File: config.mk
export PLATFORM = sky130hd
export DESIGN_NAME = gpmc_sync_burst
export DESIGN_NICKNAME = d
export VERILOG_FILES = /design/src/rtl/gpmc_sync_burst.sv
export SDC_FILE = /design/constraint.sdc
export NUM_CORES = 1
export LEC_CHECK = 0
export BUFFER_PORTS_ARGS = -buffer_cell sky130_fd_sc_hd__buf_2
export CAP_MARGIN = 30
export CORE_MARGIN = 4
export CORE_UTILIZATION = 55
export DETAILED_ROUTE_END_ITERATION = 7
export HOLD_SLACK_MARGIN = 0.12
export PLACE_DENSITY_LB_ADDON = 0.05
export SLEW_MARGIN = 20
export SYNTH_ARGS = -nofsm -noshare
export SYNTH_HDL_FRONTEND = slang
export SYNTH_SLANG_ARGS = --single-unit
File: constraint.sdc
create_clock -name clk -period 6.4 [get_ports clk]
set_input_delay 0.32 -clock clk [delete_from_list [all_inputs] [get_ports clk]]
set_output_delay 0.32 -clock clk [all_outputs]
set_load 0.005 [all_outputs]
File: src/rtl/gpmc_sync_burst.sv
// Purpose : synchronous muxed-AD GPMC slave with address-incrementing bursts,
//           host stall via gpmc_wait and CPU-side ack handshakes with timeout.
// Latency : cpu_req one cycle after the data-phase edge; read data on AD one
//           cycle after cpu_rd_ack.
// Backpr. : gpmc_wait held high from request until ack or timeout.
// Ports   : clk/reset_n; gpmc_* pad side (AD in/out/oe, adv/cs/we/oe strobes,
//           wait); cpu_* register-file side (req strobe, addr, write data,
//           bit enables, read/write acks); err_count saturating error tally.
module gpmc_sync_burst #(
   parameter int ADDR_WIDTH  = 16,
   parameter int DATA_WIDTH  = 16,
   parameter int MAX_BURST   = 8,
   parameter int ACK_TIMEOUT = 64
) (
   input  logic                  clk,
   input  logic                  reset_n,
   input  logic [DATA_WIDTH-1:0] gpmc_ad_i,
   output logic [DATA_WIDTH-1:0] gpmc_ad_o,
   output logic                  gpmc_ad_oe,
   input  logic                  gpmc_adv_n,
   input  logic                  gpmc_cs_n,
   input  logic                  gpmc_we_n,
   input  logic                  gpmc_oe_n,
   output logic                  gpmc_wait,
   output logic                  cpu_req,
   output logic                  cpu_req_is_wr,
   output logic [ADDR_WIDTH:0]   cpu_addr,
   output logic [DATA_WIDTH-1:0] cpu_wr_data,
   output logic [DATA_WIDTH-1:0] cpu_wr_biten,
   input  logic                  cpu_rd_ack,
   input  logic [DATA_WIDTH-1:0] cpu_rd_data,
   input  logic                  cpu_wr_ack,
   output logic [15:0]           err_count
);

   localparam int BW = $clog2(MAX_BURST + 1);
   localparam int TW = $clog2(ACK_TIMEOUT + 1);
   localparam logic [BW-1:0] BEAT_MAX = BW'(MAX_BURST);
   localparam logic [TW-1:0] TMO_LAST = TW'(ACK_TIMEOUT - 1);

   typedef enum logic [2:0] {
      S_IDLE, S_ACTIVE, S_WR_WAIT, S_RD_WAIT, S_RD_PRESENT, S_DRAIN
   } state_t;

   state_t                state_q, state_d;
   logic [ADDR_WIDTH-1:0] base_q, base_d;
   logic [BW-1:0]         beat_q, beat_d;
   logic [TW-1:0]         tmo_q, tmo_d;
   logic [DATA_WIDTH-1:0] ad_o_q, ad_o_d;
   logic                  wait_q, wait_d;
   logic                  req_q, req_d;
   logic                  req_wr_q, req_wr_d;
   logic [ADDR_WIDTH:0]   addr_q, addr_d;
   logic [DATA_WIDTH-1:0] wr_data_q, wr_data_d;
   logic [15:0]           err_q, err_d;
   logic                  drain_adr_q, drain_adr_d;

   logic                  at_max, err_inc, tmo_hit, drain_ack, adr_seen;
   logic [BW-1:0]         beat_inc;
   logic [ADDR_WIDTH:0]   addr_cur, addr_inc;

   // beat saturates at MAX_BURST so every host beat past the limit is an overrun
   assign at_max   = (beat_q == BEAT_MAX);
   assign beat_inc = at_max ? beat_q : beat_q + BW'(1);
   assign addr_cur = {base_q + ADDR_WIDTH'(beat_q), 1'b0};
   assign addr_inc = {base_q + ADDR_WIDTH'(beat_inc), 1'b0};
   assign tmo_hit  = (tmo_q == TMO_LAST);
   assign adr_seen = !gpmc_cs_n && !gpmc_adv_n;
   // req_wr_q still remembers the kind of the abandoned request
   assign drain_ack = req_wr_q ? cpu_wr_ack : cpu_rd_ack;

   always_comb begin
      state_d     = state_q;
      base_d      = base_q;
      beat_d      = beat_q;
      tmo_d       = tmo_q;
      ad_o_d      = ad_o_q;
      wait_d      = wait_q;
      req_d       = 1'b0;
      req_wr_d    = req_wr_q;
      addr_d      = addr_q;
      wr_data_d   = wr_data_q;
      drain_adr_d = drain_adr_q;
      err_inc     = 1'b0;

      case (state_q)
         S_IDLE: begin
            if (adr_seen) begin
               base_d  = gpmc_ad_i[ADDR_WIDTH-1:0];
               beat_d  = '0;
               state_d = S_ACTIVE;
            end
         end

         S_ACTIVE: begin
            if (gpmc_cs_n) begin
               state_d = S_IDLE;
            end else if (!gpmc_adv_n) begin
               base_d = gpmc_ad_i[ADDR_WIDTH-1:0];
               beat_d = '0;
            end else if (!gpmc_we_n && !gpmc_oe_n) begin
               err_inc = 1'b1;
            end else if (!gpmc_we_n) begin
               if (at_max) begin
                  err_inc = 1'b1;
               end else begin
                  req_d     = 1'b1;
                  req_wr_d  = 1'b1;
                  addr_d    = addr_cur;
                  wr_data_d = gpmc_ad_i;
                  wait_d    = 1'b1;
                  tmo_d     = '0;
                  state_d   = S_WR_WAIT;
               end
            end else if (!gpmc_oe_n) begin
               if (at_max) begin
                  err_inc = 1'b1;
                  ad_o_d  = '1;
                  wait_d  = 1'b0;
                  state_d = S_RD_PRESENT;
               end else begin
                  req_d    = 1'b1;
                  req_wr_d = 1'b0;
                  addr_d   = addr_cur;
                  wait_d   = 1'b1;
                  tmo_d    = '0;
                  state_d  = S_RD_WAIT;
               end
            end
         end

         S_WR_WAIT: begin
            // ack wins over a timeout on the same edge
            if (cpu_wr_ack || tmo_hit) begin
               err_inc = !cpu_wr_ack;
               beat_d  = beat_inc;
               wait_d  = 1'b0;
               state_d = gpmc_cs_n ? S_IDLE : S_ACTIVE;
            end else begin
               tmo_d = tmo_q + TW'(1);
               if (gpmc_cs_n) begin
                  drain_adr_d = 1'b0;
                  state_d     = S_DRAIN;
               end
            end
         end

         S_RD_WAIT: begin
            if (cpu_rd_ack || tmo_hit) begin
               err_inc = !cpu_rd_ack;
               ad_o_d  = cpu_rd_ack ? cpu_rd_data : '1;
               wait_d  = 1'b0;
               state_d = gpmc_cs_n ? S_IDLE : S_RD_PRESENT;
            end else begin
               tmo_d = tmo_q + TW'(1);
               if (gpmc_cs_n) begin
                  drain_adr_d = 1'b0;
                  state_d     = S_DRAIN;
               end
            end
         end

         S_RD_PRESENT: begin
            // this edge is where the host consumes the presented word
            beat_d = beat_inc;
            if (gpmc_cs_n) begin
               state_d = S_IDLE;
            end else if (!gpmc_adv_n) begin
               base_d  = gpmc_ad_i[ADDR_WIDTH-1:0];
               beat_d  = '0;
               state_d = S_ACTIVE;
            end else if (!gpmc_oe_n) begin
               if (beat_inc == BEAT_MAX) begin
                  err_inc = 1'b1;
                  ad_o_d  = '1;
               end else begin
                  req_d    = 1'b1;
                  req_wr_d = 1'b0;
                  addr_d   = addr_inc;
                  wait_d   = 1'b1;
                  tmo_d    = '0;
                  state_d  = S_RD_WAIT;
               end
            end else begin
               state_d = S_ACTIVE;
            end
         end

         S_DRAIN: begin
            // wait stays high; the abandoned request is retired silently
            if (adr_seen) begin
               base_d      = gpmc_ad_i[ADDR_WIDTH-1:0];
               beat_d      = '0;
               drain_adr_d = 1'b1;
            end
            if (drain_ack || tmo_hit) begin
               wait_d  = 1'b0;
               state_d = drain_adr_d ? S_ACTIVE : S_IDLE;
            end else begin
               tmo_d = tmo_q + TW'(1);
            end
         end

         default: state_d = S_IDLE;
      endcase

      err_d = (err_inc && (err_q != 16'hFFFF)) ? err_q + 16'd1 : err_q;
   end

   always_ff @(posedge clk or negedge reset_n) begin
      if (!reset_n) begin
         state_q     <= S_IDLE;
         base_q      <= '0;
         beat_q      <= '0;
         tmo_q       <= '0;
         ad_o_q      <= '0;
         wait_q      <= 1'b0;
         req_q       <= 1'b0;
         req_wr_q    <= 1'b0;
         addr_q      <= '0;
         wr_data_q   <= '0;
         err_q       <= '0;
         drain_adr_q <= 1'b0;
      end else begin
         state_q     <= state_d;
         base_q      <= base_d;
         beat_q      <= beat_d;
         tmo_q       <= tmo_d;
         ad_o_q      <= ad_o_d;
         wait_q      <= wait_d;
         req_q       <= req_d;
         req_wr_q    <= req_wr_d;
         addr_q      <= addr_d;
         wr_data_q   <= wr_data_d;
         err_q       <= err_d;
         drain_adr_q <= drain_adr_d;
      end
   end

   assign gpmc_ad_oe    = !gpmc_cs_n && !gpmc_oe_n;
   assign gpmc_ad_o     = ad_o_q;
   assign gpmc_wait     = wait_q;
   assign cpu_req       = req_q;
   assign cpu_req_is_wr = req_wr_q;
   assign cpu_addr      = addr_q;
   assign cpu_wr_data   = wr_data_q;
   assign cpu_wr_biten  = '1;
   assign err_count     = err_q;

endmodule

==> results_dict.tcl <==
set metrics [dict create \
    outcome "complete, no violations" \
    layout_common_cells "buf_2, dfrtp_1, nand2_1, o21ai_0" \
    drt_iter0_markers 199 \
    synth_top_area_cell "dfrtp_1" \
    netlist_area_um2 5030 \
    fin_crit_sh_pct 52.9 \
    worstMarginPinSlew_ns 0.949 \
    routed_via_density 5.59 \
    clock_skew_ns 0.0103 \
    yosys_register_bits 98 \
    initial_utilization_pct 57.1 \
    maxCapViolations 0 \
    cts_hold_buf 1 \
    power_leakage_nw 2.66 \
    numCtsBuffers 9 \
    cts.sink_count 98 \
    fin_crit_ns 3.38 \
    htree_levels 3 \
    routedWlPerCell_um 15.6 \
    dp_hpwl_um 8200 \
    synth_top_cell_area_share_pct 48.8 \
    layout_commonest_cell "buf_2" \
    synth_cells 482 \
    cp-startpoint "beat_q[0]" \
    startpoint_type "flop" \
    slew_headroom_pct 36.7 \
    fin_nets 632 \
    ioPinCount 125 \
    rr_endpoint "cpu_wr_data[0]" \
    r2r-start "beat_q[0]" \
    grt_max_degree 53 \
    max_freq_mhz 295 \
    ant_nets 0 \
    drcViolationCount 0 \
    gr-usage-met2_pct 34.9 \
    setup_viol 0 \
    worstSetupEndpoint "cpu_wr_data[0]" \
    setup_tns_ns 0 \
    grt_pass1_vias 3811 \
    crit_required_ns 6.64 \
    grt_use_met1_pct 28.1 \
    area_delta_synth_final_pct 15.0 \
    grt_pass1_wl_um 18700 \
    path_clk_slew_ns 0.10 \
    peakVddDrop_mv 0.208 \
    wl_um 10900 \
    core_area_um2 8810 \
    gp_congestion 0.887 \
    worst-r2r-setup-slack_ns 3.02 \
    die_h_um 104 \
    postCtsSetupRepairBufs 0 \
    port_buffers 107 \
    synthArstFlopShare_pct 100 \
    grt_busiest_layer "met2" \
    ys.warnings.count 0 \
    synthTopCellsByArea "dfrtp_1, mux2_2, xnor2_1" \
    avgSynthCellArea_um2 10.4 \
    grt.total_usage_pct 20.9 \
    yosysUniqueCellTypes 57 \
    dr.pass1.iters 4 \
    grt_overflow 0 \
    dieArea_um2 10700 \
    clockBufferDepth 2 \
    cts_tree "yes" \
    drive_gt1_share_pct 28.9 \
    worst-setup-path-type "flop to flop" \
    rows 34 \
    hold_depth 3 \
    reg2reg_depth 9 \
    vias 3888 \
    cts_root_buffer "clkbuf_8" \
    die_width_um 104 \
    cp-end-kind "flop" \
    synth_edf_count 0 \
    power_density_nw_per_um2 387 \
    cp_max_fo 36 \
    diodes 0 \
    total_power_mw 2.24 \
    hold_viol 0 \
    hold_class "input pin to flop" \
    ys.flop_type "dfrtp_1" \
    cts_resized 0 \
    cp.arrival_ns 3.63 \
    drv_slew 0 \
    ys_seq_area_share_pct 48.8 \
    gr-usage-met3_pct 4.17 \
    insertion_delay_ns 0.36 \
    antenna_found_initial 0 \
    rsz0062_at_grt "false" \
]
## registers in the layout, summed over array words and instances (netlist names)
register and count:
cpu_req_is_wr 1, cpu_wr_data 16, beat_q 4, base_q 16, gpmc_wait 1, gpmc_ad_o 16, state_q 3, cpu_req 1
err_count 16, drain_adr_q 1, cpu_addr 16, tmo_q 7
## layout make-up
type / instances / area [µm²]
multi-input combinational: 344 / 2350
clock inverter: 7 / 81.3
tap: 108 / 135
inverter: 17 / 63.8
fill: 717 / 3020
timing repair buffer: 113 / 581
clock buffer: 9 / 124
sequential: 98 / 2450
## power by group
| group | leakage [nW] | internal, mW | switching, mW | total, mW |
|---|---|---|---|---|
| combinational | 1.36 | 0.408 | 0.413 | 0.821 |
| sequential | 1.20 | 0.828 | 0.170 | 0.999 |
| clock | 0.107 | 0.189 | 0.228 | 0.417 |
| total | 2.66 | 1.42 | 0.812 | 2.24 |
## per-stage QoR
step                      setup slack, ns  hold WS (ns)  instance area (µm²)  std cells  util [%]
after detailed placement             2.99         0.364                 5570        679      63.2
after global routing                 2.79         0.171                 5780        696      65.7
after CTS                            2.98         0.164                 5780        696      65.7
after floorplan                      3.68        0.0244                 5080        497         -
after global placement               3.11         0.355                 5550        677      63.1
final                                3.02         0.173                 5780        696      65.7
## cells by family (layout without fill, tap and decap cells)
group | Yosys count | after routing | share of synthesized area (%)
compound gates | 110 | 110 | 14.3
xor+xnor | 31 | 31 | 5.40
fa+ha+maj | 9 | 9 | 2.39
buf+inv | 55 | 146 | 5.85
flops | 98 | 98 | 48.8
mux | 32 | 32 | 7.79
other cells | 2 | 17 | 0.149
simple gates | 145 | 145 | 15.3
## Yosys cell counts, drive strengths merged, types with 3 or more instances
master and instances:
a211oi 3, a21o 3, a21oi 15, a31oi 3, and3 5, buf 25
clkbuf 13, dfrtp 98, ha 8, inv 17, mux2 30, nand2 43
nand2b 6, nand3 14, nand3b 3, nand4 6, nand4b 4, nor2 27
nor2b 5, nor3 6, nor3b 3, nor4b 4, o21a 3, o21ai 40
o22a 16, o31ai 13, or2 3, or3 5, or3b 3, or4 3
xnor2 25, xor2 6
## routing by layer
layer | vias up | wire length (µm)
met5 | - | 0
met4 | 0 | 102
met3 | 13 | 607
met2 | 119 | 5290
met1 | 1872 | 4890
li1 | 1884 | -
## worst min path at each step
stage / start / to / slack, ns
global placement: reset_n / drain_adr_q / 0.36
floorplan: reset_n / base_q[0] / 0.02
global route: gpmc_ad_i[10] / base_q[10] / 0.17
finish: gpmc_ad_i[10] / base_q[10] / 0.17
CTS: gpmc_ad_i[10] / base_q[10] / 0.16
detailed placement: reset_n / drain_adr_q / 0.36
## worst max-delay path, cell delays in order (launching register included)
cell and delay, ns:
dfrtp_1 0.45, inv_1 0.11, ha_1 0.24, or4b_2 0.63, nand4_1 0.15, a21oi_1 0.10, nor2_2 0.08, buf_4 0.29
or3_1 0.79, mux2_2 0.42
(Power assumes the default switching activity.)
